File: src/rtl/conv_8to6.sv
// conv_8to6: reduces 4 RGBA pixels per beat from 8 to 6 bits per component,
// by truncation or 2x2 ordered dither, behind a registered output+skid buffer.
module conv_8to6 #(
  parameter int DITHER = 1,
  parameter int LW     = 12
) (
  input  logic          clk,
  input  logic          reset,
  input  logic [LW-1:0] line_beats,
  output logic          sink_ready,
  input  logic          sink_valid,
  input  logic          sink_sop,
  input  logic          sink_eop,
  input  logic [3:0]    sink_empty,
  input  logic [127:0]  sink_data,
  input  logic          source_ready,
  output logic          source_valid,
  output logic          source_sop,
  output logic          source_eop,
  output logic [3:0]    source_empty,
  output logic [95:0]   source_data
);

  localparam int BW = 102;

  function automatic logic [95:0] reduce_beat(input logic [127:0] din, input logic row);
    logic [95:0] res;
    logic [8:0]  sum;
    logic [1:0]  d;
    res = 96'd0;
    for (int k = 0; k < 16; k++) begin
      // column is the pixel index parity; a beat always starts on an even pixel
      case ({row, 1'(k >> 2)})
        2'b00:   d = 2'd0;
        2'b01:   d = 2'd2;
        2'b10:   d = 2'd3;
        2'b11:   d = 2'd1;
        default: d = 2'd0;
      endcase
      if (DITHER == 0) begin
        d = 2'd0;
      end else begin
        d = d;
      end
      sum = {1'b0, din[8*k +: 8]} + {7'd0, d};
      res[6*k +: 6] = sum[8] ? 6'd63 : sum[7:2];
    end
    return res;
  endfunction

  logic          or_vld_q, or_vld_d;
  logic          sk_vld_q, sk_vld_d;
  logic [BW-1:0] or_q, or_d;
  logic [BW-1:0] sk_q, sk_d;
  logic          rdy_q, rdy_d;
  logic [LW-1:0] bcnt_q, bcnt_d;
  logic [LW-1:0] lw_q, lw_d;
  logic          lpar_q, lpar_d;
  logic [LW-1:0] cur_b_s, cur_lw_s;
  logic          cur_p_s;
  logic          accept_s, emit_s;
  logic [BW-1:0] in_beat_s;

  assign accept_s  = sink_valid & rdy_q;
  assign emit_s    = or_vld_q & source_ready;
  assign cur_p_s   = sink_sop ? 1'b0 : lpar_q;
  assign cur_b_s   = sink_sop ? {LW{1'b0}} : bcnt_q;
  assign cur_lw_s  = sink_sop ? line_beats : lw_q;
  assign in_beat_s = {sink_sop, sink_eop, sink_empty, reduce_beat(sink_data, cur_p_s)};

  // Buffer next state: sink_ready is low whenever SK is full, so an accept implies SK empty.
  always_comb begin
    if (accept_s && (!or_vld_q || emit_s)) begin
      or_vld_d = 1'b1;
      or_d     = in_beat_s;
    end else if (emit_s && sk_vld_q) begin
      or_vld_d = 1'b1;
      or_d     = sk_q;
    end else if (emit_s) begin
      or_vld_d = 1'b0;
      or_d     = or_q;
    end else begin
      or_vld_d = or_vld_q;
      or_d     = or_q;
    end

    if (accept_s && or_vld_q && !emit_s) begin
      sk_vld_d = 1'b1;
      sk_d     = in_beat_s;
    end else if (emit_s) begin
      sk_vld_d = 1'b0;
      sk_d     = sk_q;
    end else begin
      sk_vld_d = sk_vld_q;
      sk_d     = sk_q;
    end

    rdy_d = ~sk_vld_d;
  end

  // Dither position: end-of-frame clears the counters ahead of the line wrap.
  always_comb begin
    bcnt_d = bcnt_q;
    lpar_d = lpar_q;
    lw_d   = lw_q;
    if (accept_s) begin
      lw_d = cur_lw_s;
      if (sink_eop) begin
        bcnt_d = {LW{1'b0}};
        lpar_d = 1'b0;
      end else if ((cur_lw_s != {LW{1'b0}}) && (cur_b_s == cur_lw_s - LW'(1))) begin
        bcnt_d = {LW{1'b0}};
        lpar_d = ~cur_p_s;
      end else begin
        bcnt_d = cur_b_s + LW'(1);
        lpar_d = cur_p_s;
      end
    end else begin
      bcnt_d = bcnt_q;
      lpar_d = lpar_q;
    end
  end

  // State registers.
  always_ff @(posedge clk or posedge reset) begin
    if (reset) begin
      or_vld_q <= 1'b0;
      sk_vld_q <= 1'b0;
      or_q     <= {BW{1'b0}};
      sk_q     <= {BW{1'b0}};
      rdy_q    <= 1'b0;
      bcnt_q   <= {LW{1'b0}};
      lw_q     <= {LW{1'b0}};
      lpar_q   <= 1'b0;
    end else begin
      or_vld_q <= or_vld_d;
      sk_vld_q <= sk_vld_d;
      or_q     <= or_d;
      sk_q     <= sk_d;
      rdy_q    <= rdy_d;
      bcnt_q   <= bcnt_d;
      lw_q     <= lw_d;
      lpar_q   <= lpar_d;
    end
  end

  assign sink_ready   = rdy_q;
  assign source_valid = or_vld_q;
  assign source_sop   = or_q[101];
  assign source_eop   = or_q[100];
  assign source_empty = or_q[99:96];
  assign source_data  = or_q[95:0];

endmodule

File: config.mk
export PLATFORM = sky130hd
export DESIGN_NAME = conv_8to6
export DESIGN_NICKNAME = d
export VERILOG_FILES = /design/src/rtl/conv_8to6.sv
export SDC_FILE = /design/constraint.sdc
export NUM_CORES = 1
export LEC_CHECK = 0
export CORE_ASPECT_RATIO = 0.6
export CORE_MARGIN = 2
export CORE_UTILIZATION = 60
export CTS_CLUSTER_DIAMETER = 200
export DETAILED_ROUTE_END_ITERATION = 7
export DONT_BUFFER_PORTS = 1
export PLACE_DENSITY_LB_ADDON = 0.1
export SYNTH_ARGS = -nofsm -noshare
export SYNTH_HDL_FRONTEND = slang
export SYNTH_SLANG_ARGS = --single-unit
File: constraint.sdc
create_clock -name clk -period 12.2 [get_ports clk]
set_input_delay 1.83 -clock clk [delete_from_list [all_inputs] [get_ports clk]]
set_output_delay 1.83 -clock clk [all_outputs]
set_load 0.1 [all_outputs]
# After elaboration in Yosys (flattened, before gate mapping)
# Cells that the tools add are included.
totals:
  register_bits: 232
  in_bits: 150
  out_inout_bits: 104
  wordCells: 74
op_classes:
  n_addsub: 18
  n_eq_ne: 1
  mux: 32
  n_bitwise: 4
  reduce_logical: 11
op_table:
  columns: ["cell", "count"]
  rows:
  - ["$mux W102", 2]
  - ["$add A8 B2 Y9", 16]
  - ["$mux W6", 16]
  - ["$mux W12", 4]
  - ["$add A12 B1 Y12 const B", 1]
  - ["$eq A12 B12 Y1", 1]
  - ["$reduce_bool A12 Y1", 1]
  - ["$sub A12 B1 Y12 const B", 1]
  - ["$mux W1", 8]
  - ["$pmux W2 S2", 2]
  - ["$logic_and A1 B1 Y1", 5]
  - ["$reduce_bool A3 Y1", 1]
  - ["$and A1 B1 Y1", 2]
  - ["$logic_not A1 Y1", 2]
  - ["$not A1 Y1", 2]
  - ["$reduce_bool A2 Y1", 1]
  - ["$logic_or A1 B1 Y1", 1]

# Longest topological paths before layout
# Gate-level depths: netlist of run 1.
logic_depth:
  ltp_word: 6
  depth_mapped: 15
  depth_no_buf: 10

# Least setup slack after synthesis of run 1
# No wires, ideal clock.
synth_timing:
  path_type: "input to register"
  start: "in sink_sop"
  end: "reg or_q[42]"
  setup_time_ns: 0.135
  arrival_time_ns: 4.641
  required_ns: 12.065
  setup_slack_ns: 7.424
  path_stages: 15
  path_buffers: 5
  cell_sequence: "buf_6 buf_4 buf_4 clkbuf_1 nor2b_1 inv_1 ha_1 and4b_1 o2111a_1 and2_1 clkbuf_1 a32oi_1 nor2_1 a21oi_1 o21ai_0"
synth_via:
  elab_chain_cells: 6
synth_rtl:
  columns: ["element", "line_no", "source"]
  rows:
  - ["start, declared", "12", "input logic sink_sop,"]
  - ["$mux W1 *", "66", "assign cur_p_s = sink_sop ? 1'b0 : lpar_q;"]
  - ["$not A1 Y1", "33", "case ({row, 1'(k >> 2)})"]
  - ["$pmux W2 S2 *", "33", null]
  - ["$add A8 B2 Y9 *", "45", "sum = {1'b0, din[8*k +: 8]} + {7'd0, d};"]
  - ["$mux W6 *", "46", "res[6*k +: 6] = sum[8] ? 6'd63 : sum[7:2];"]
  - ["$mux W102 *", "73", "if (accept_s && (!or_vld_q || emit_s)) begin"]
  - ["end signal, assigned", "129", "or_q <= {BW{1'b0}};"]
  - ["end signal, assigned", "138", "or_q <= or_d;"]
  - ["end, declared", "53", "logic [BW-1:0] or_q, or_d;"]
# Mark *: on every way between the ends. The rest lies on a longest branch, timed or not.
# A chain may end at the register's enable or synchronous reset.

# Final worst setup path of run 1
layout_timing:
  start: "in sink_sop"
  end: "reg or_q[39]"
# The elaborated chain is that of the path after synthesis.

==> results.yml, run 1 <==
floorplan:
  die_w_um: 189
  io_pins: 254
  fp.dieArea_um2: 21700
  fp-row-count: 40
  initial_utilization_pct: 61.4
  die_y_um: 115
  core_um2: 20100
yosys:
  synth_warnings: 0
  syn_inst: 1410
  yosysMostFrequentCell: "nand2_1"
  synth-edff-count: 0
  synth_commonest_cells: "253 x nand2_1, 232 x dfrtp_1, 217 x o21ai_0, 127 x nor2_1, 94 x a21oi_1"
  yosysTopAreaCell: "dfrtp_1"
  synth_nets: 1578
  syn_avg_cell_area_um2: 8.74
  synth_top_area_share_pct: 47.1
  synth_seq_area_share_pct: 47.1
  synthesis.area_um2: 12300
  ys_types: 62
  async_flop_share_pct: 100
  ys.flop_type: "dfrtp_1"
  synth_area_leaders: "dfrtp_1 47%, o21ai_0 8.8%, nand2_1 7.7%, nor2_1 3.9%, a21oi_1 3.8%"
  synth-seq-cells: 232
global_route:
  antenna_found_initial: 2
  met3_usage_pct: 8.79
  met1_usage_pct: 41.2
  grt_pass1_vias: 9238
  overflow: 0
  busiest_layer: "met2"
  grt_first_pass_wirelength_um: 49700
  grt_util_met2_pct: 42.4
  track_usage_pct: 28.7
  grt_max_degree: 121
clocking:
  cts_tree: "yes"
  path_clk_slew_ns: 0.07
  h-tree-depth: 1
  hold_buffers: 0
  root_buffer: "clkbuf_16"
  clkLatencyLatePin_ns: 0.52
  cts_sinks: 232
  cts_buffer_depth: 3
  numCtsBuffers: 23
  postCtsSetupBuffers: 0
  postCtsResizedCells: 0
pwr:
  p_leak_uw: 0.00599
  power_uw: 3910
  power.density_nw_per_um2: 298
  vdd_drop_max_v: 0.000198
sta:
  slew_headroom_pct: 26.2
  finalMaxSlewViolations: 0
  worst_pin_slew_ns: 1.11
  fmax_mhz: 214
  setup_tns_ns: 0
  rsz0062_at_grt: "false"
  period_share_pct: 38.3
  fin_skew_ns: 0.0121
  hold_viol: 0
  period_needed_ns: 4.67
  finalWorstSetupSlack_ns: 7.53
  setup_viol: 0
critical_path:
  path_max_fanout: 59
  cp_data_required_time_ns: 12.56
  worstPathArrival_ns: 5.04
  endpoint_kind: "flip-flop"
  critPathLaunchType: "input pin"
  crit_type: "input pin to flip-flop"
layout:
  finalInstanceArea_um2: 13100
  drive_gt1_share_pct: 5.53
  final_nets: 1525
  area.growth.synth_to_final_pct: 6.57
  fillerInstances: 1714
place:
  gp_congestion: 0.891
  portBuffers: 0
  place_ws_ns: 7.08
  dpl.hpwl_um: 21400
  placed_area_um2: 12400
min_path:
  hp-class: "flip-flop to flip-flop"
drt:
  drt_wl_total_um: 31600
  num_vias: 10100
  wire_per_inst_um: 19.1
  drc: 0
  avgViaCountPerCell: 6.12
  ant_nets: 0
  drt_iter0_drc: 668
  first_pass_iters: 5
run:
  max-cap-violations: 0
status:
  outcome: "completed"
[per-layer routing]
metal  vias to the layer above  wire, um
met5                         -         0
li1                       4902         -
met3                        54      3120
met4                         0       785
met1                      4802     14300
met2                       346     13400
[path summary, 6_finish.rpt]
path	slack, ns	to	depth (start not counted)	startpoint
setup / recovery	7.53	or_q[39]$_DFFE_PP0P_	10	sink_sop
hold / removal	0.48	sk_q[53]$_DFFE_PP0P_	2	sk_q[53]$_DFFE_PP0P_
setup reg to reg	7.80	or_q[39]$_DFFE_PP0P_	10	lpar_q$_DFFE_PP0P_
hold reg to reg	0.48	sk_q[53]$_DFFE_PP0P_	2	sk_q[53]$_DFFE_PP0P_
max in group asynchronous	9.48	sk_q[9]$_DFFE_PP0P_	2	reset
min in group asynchronous	1.25	sk_q[2]$_DFFE_PP0P_	1	reset
[final cells by class]
type | count | area (um^2) | area share [%]
inverter | 18 | 77.6 | 0.591
clock inverter | 9 | 60.1 | 0.457
sequential | 232 | 5810 | 44.2
clock buffer | 33 | 643 | 4.90
tap | 273 | 342 | 2.60
antenna | 4 | 10.0 | 0.0762
timing repair buffer | 9 | 67.6 | 0.514
multi-input combinational | 1073 | 6130 | 46.7
[per-stage QoR]
| step | hold slack, ns | utilization (%) | cells |
|---|---|---|---|
| CTS | 0.482 | 65.4 | 1647 |
| global placement | 0.457 | 61.9 | 1605 |
| global route | 0.498 | 65.4 | 1649 |
| finish | 0.478 | 65.5 | 1651 |
| detailed placement | 0.467 | 61.9 | 1605 |
| floorplan | 0.445 | - | 1410 |
[kinds of logic after synthesis]
family | Yosys count | share of synthesized area (%)
adders and majority gates | 18 | 1.83
buffers and inverters | 105 | 3.38
DFF | 232 | 47.1
and+or+nand+nor | 510 | 18.7
xor gates and xnor gates | 42 | 3.11
muxes | 44 | 3.76
AOI/OAI and AO/OA | 459 | 22.1
[power by group]
group	total (uW)	internal [uW]	switching, uW
combinational	773	300	473
sequential	2460	1090	1370
clock	680	370	311
[worst max-delay path: stages]
cell and delay (ns):
nor2b_1 0.76, inv_1 0.60, ha_1 0.44, and4b_1 0.23, o2111ai_1 0.30, nor2_1 0.18, a31oi_1 0.35, nor2_1 0.08
a21oi_1 0.16, o21ai_0 0.09
[cells in the final DEF, fill, tap and decap left out, drive strengths merged, types with 8 or more instances in the layout]
cell and n:
nand3 40, o21ai 225, or3 18, dfrtp 232, a21o 24, nand2 253
and4b 16, o211a 9, buf 9, o31ai 10, nor3 14, o211ai 12
a32oi 8, clkbuf 33, nor2 127, inv 19, ha 18, mux2i 29
nand2b 10, and2 8, o2bb2ai 9, a211oi 17, xnor2 34, a31oi 17
a21oi 94, mux2 15
[sequential cells by signal, summed over array words and instances, names as in the netlist]
register,count
sk_vld_q,1
or_q,102
bcnt_q,12
lw_q,12
sk_q,102
sink_ready,1
lpar_q,1
source_valid,1
(Power assumes the default switching activity.)
==> run 2: changes to the inputs <==
- CORE_UTILIZATION: 60 -> 58
- clock period: 12.2 -> 3.83 ns (I/O delays scaled with it)
==> results.yml, run 2 (synthesis gave the netlist of run 1 again) <==
clocking:
  path_clk_slew_ns: 0.07
  cts_sinks: 232
  h-tree-depth: 1
  numCtsBuffers: 22
  clkLatencyLatePin_ns: 0.50
  cts_tree: "yes"
  postCtsResizedCells: 0
  postCtsSetupBuffers: 0
  cts_buffer_depth: 3
  root_buffer: "clkbuf_16"
  hold_buffers: 0
drt:
  ant_nets: 0
  avgViaCountPerCell: 5.89
  drt_wl_total_um: 30700
  drt_iter0_drc: 623
  first_pass_iters: 5
  wire_per_inst_um: 18.4
  drc: 0
  num_vias: 9808
layout:
  fin_cells: 1664
  final_nets: 1536
  layout_common_cells: "251 x nand2_1, 232 x dfrtp_1, 217 x o21ai_0, 126 x nor2_1, 94 x a21oi_1"
  finalInstanceArea_um2: 13300
  drive_gt1_share_pct: 6.37
  final_common_cell: "nand2_1"
  fillerInstances: 1777
  largestRegisters: "or_q x102, sk_q x102"
  area.growth.synth_to_final_pct: 8.00
sta:
  period_share_pct: 78.9
  hold_viol: 0
  rsz0062_at_grt: "false"
  fmax_mhz: 331
  slew_headroom_pct: 34.2
  finalMaxSlewViolations: 0
  period_needed_ns: 3.02
  finalWorstSetupSlack_ns: 0.808
  fin_skew_ns: 0.00890
  setup_tns_ns: 0
  worst_pin_slew_ns: 0.988
  setup_viol: 0
critical_path:
  rrSetupSlack_ns: 0.81
  path_max_fanout: 10
  endpoint_kind: "flip-flop"
  worst-r2r-cell-count: 10
  crit_type: "flip-flop to flip-flop"
  cp_data_required_time_ns: 4.19
  critPathLaunchType: "flip-flop"
  worstPathArrival_ns: 3.38
place:
  dpl.hpwl_um: 21200
  gp_congestion: 0.863
  place_ws_ns: 0.647
  dp.cells: 1623
  placed_area_um2: 12600
  portBuffers: 0
global_route:
  antenna_found_initial: 2
  grt_max_degree: 93
  track_usage_pct: 26.8
  overflow: 0
  grt_pass1_vias: 8902
  grt_first_pass_wirelength_um: 47900
floorplan:
  die_w_um: 192
  die_y_um: 117
  fp-row-count: 41
  io_pins: 254
  initial_utilization_pct: 58.9
  fp.dieArea_um2: 22500
  core_um2: 20900
min_path:
  hp-class: "input pin to asynchronous set/reset pin"
run:
  max-cap-violations: 0
pwr:
  power.density_nw_per_um2: 943
  vdd_drop_max_v: 0.000532
  power_uw: 12600
  p_leak_uw: 0.00607
status:
  outcome: "completed"
run 2: stage by stage:
step	utilization, %	hold slack (ns)
6_report	63.6	0.0249
5_1_grt	63.6	0.0552
4_1_cts	63.6	0.0296
3_5_place_dp	60.1	0.466
3_3_place_gp	60.1	0.458
2_1_floorplan	-	0.445
run 2: where the power goes:
part | switching [uW] | internal, uW | total (uW)
clock | 947 | 1260 | 2210
sequential | 4320 | 3470 | 7790
combinational | 1530 | 1030 | 2560
total | 6790 | 5760 | 12600
run 2: final timing paths:
| kind | to | startpoint |
|---|---|---|
| min in group clk | bcnt_q[2]$_DFFE_PP0P_ | sink_eop |
| max reg2reg | bcnt_q[6]$_DFFE_PP0P_ | lw_q[0]$_DFFE_PP0P_ |
| max | bcnt_q[6]$_DFFE_PP0P_ | lw_q[0]$_DFFE_PP0P_ |
| max in group asynchronous | sk_q[72]$_DFFE_PP0P_ | reset |
| min reg2reg | sk_q[65]$_DFFE_PP0P_ | sk_q[65]$_DFFE_PP0P_ |
| min | or_q[2]$_DFFE_PP0P_ | reset |
run 2: area by class of cell:
| type | count | area [um^2] | share of cell area (%) |
|---|---|---|---|
| multi-input cells | 1073 | 6130 | 46.1 |
| clock inverters | 7 | 70.1 | 0.526 |
| clock buffers | 31 | 656 | 4.92 |
| well taps | 279 | 349 | 2.62 |
| diodes | 3 | 7.51 | 0.0564 |
| repair buffers | 21 | 220 | 1.65 |
| flip-flops and latches | 232 | 5810 | 43.6 |
| inverters | 18 | 73.8 | 0.555 |
run 2: metal layers:
layer  vias to the layer above  track usage [%]  wire, um
li1                       4916                -         -
met1                      4593             39.0     14500
met2                       256             39.6     12800
met3                        43             8.23      2740
met4                         0             5.70       629
met5                         -                0         0
run 2: critical path, cell delays in order, from the launching register on:
cell and delay, ns:
dfrtp_1 0.43, mux2i_1 0.23, ha_1 0.25, nor4b_4 0.27, o21ai_1 0.16, a211o_1 0.31, nor4b_1 0.29, o211ai_1 0.16
buf_4 0.20, o211ai_1 0.41, o311ai_1 0.17
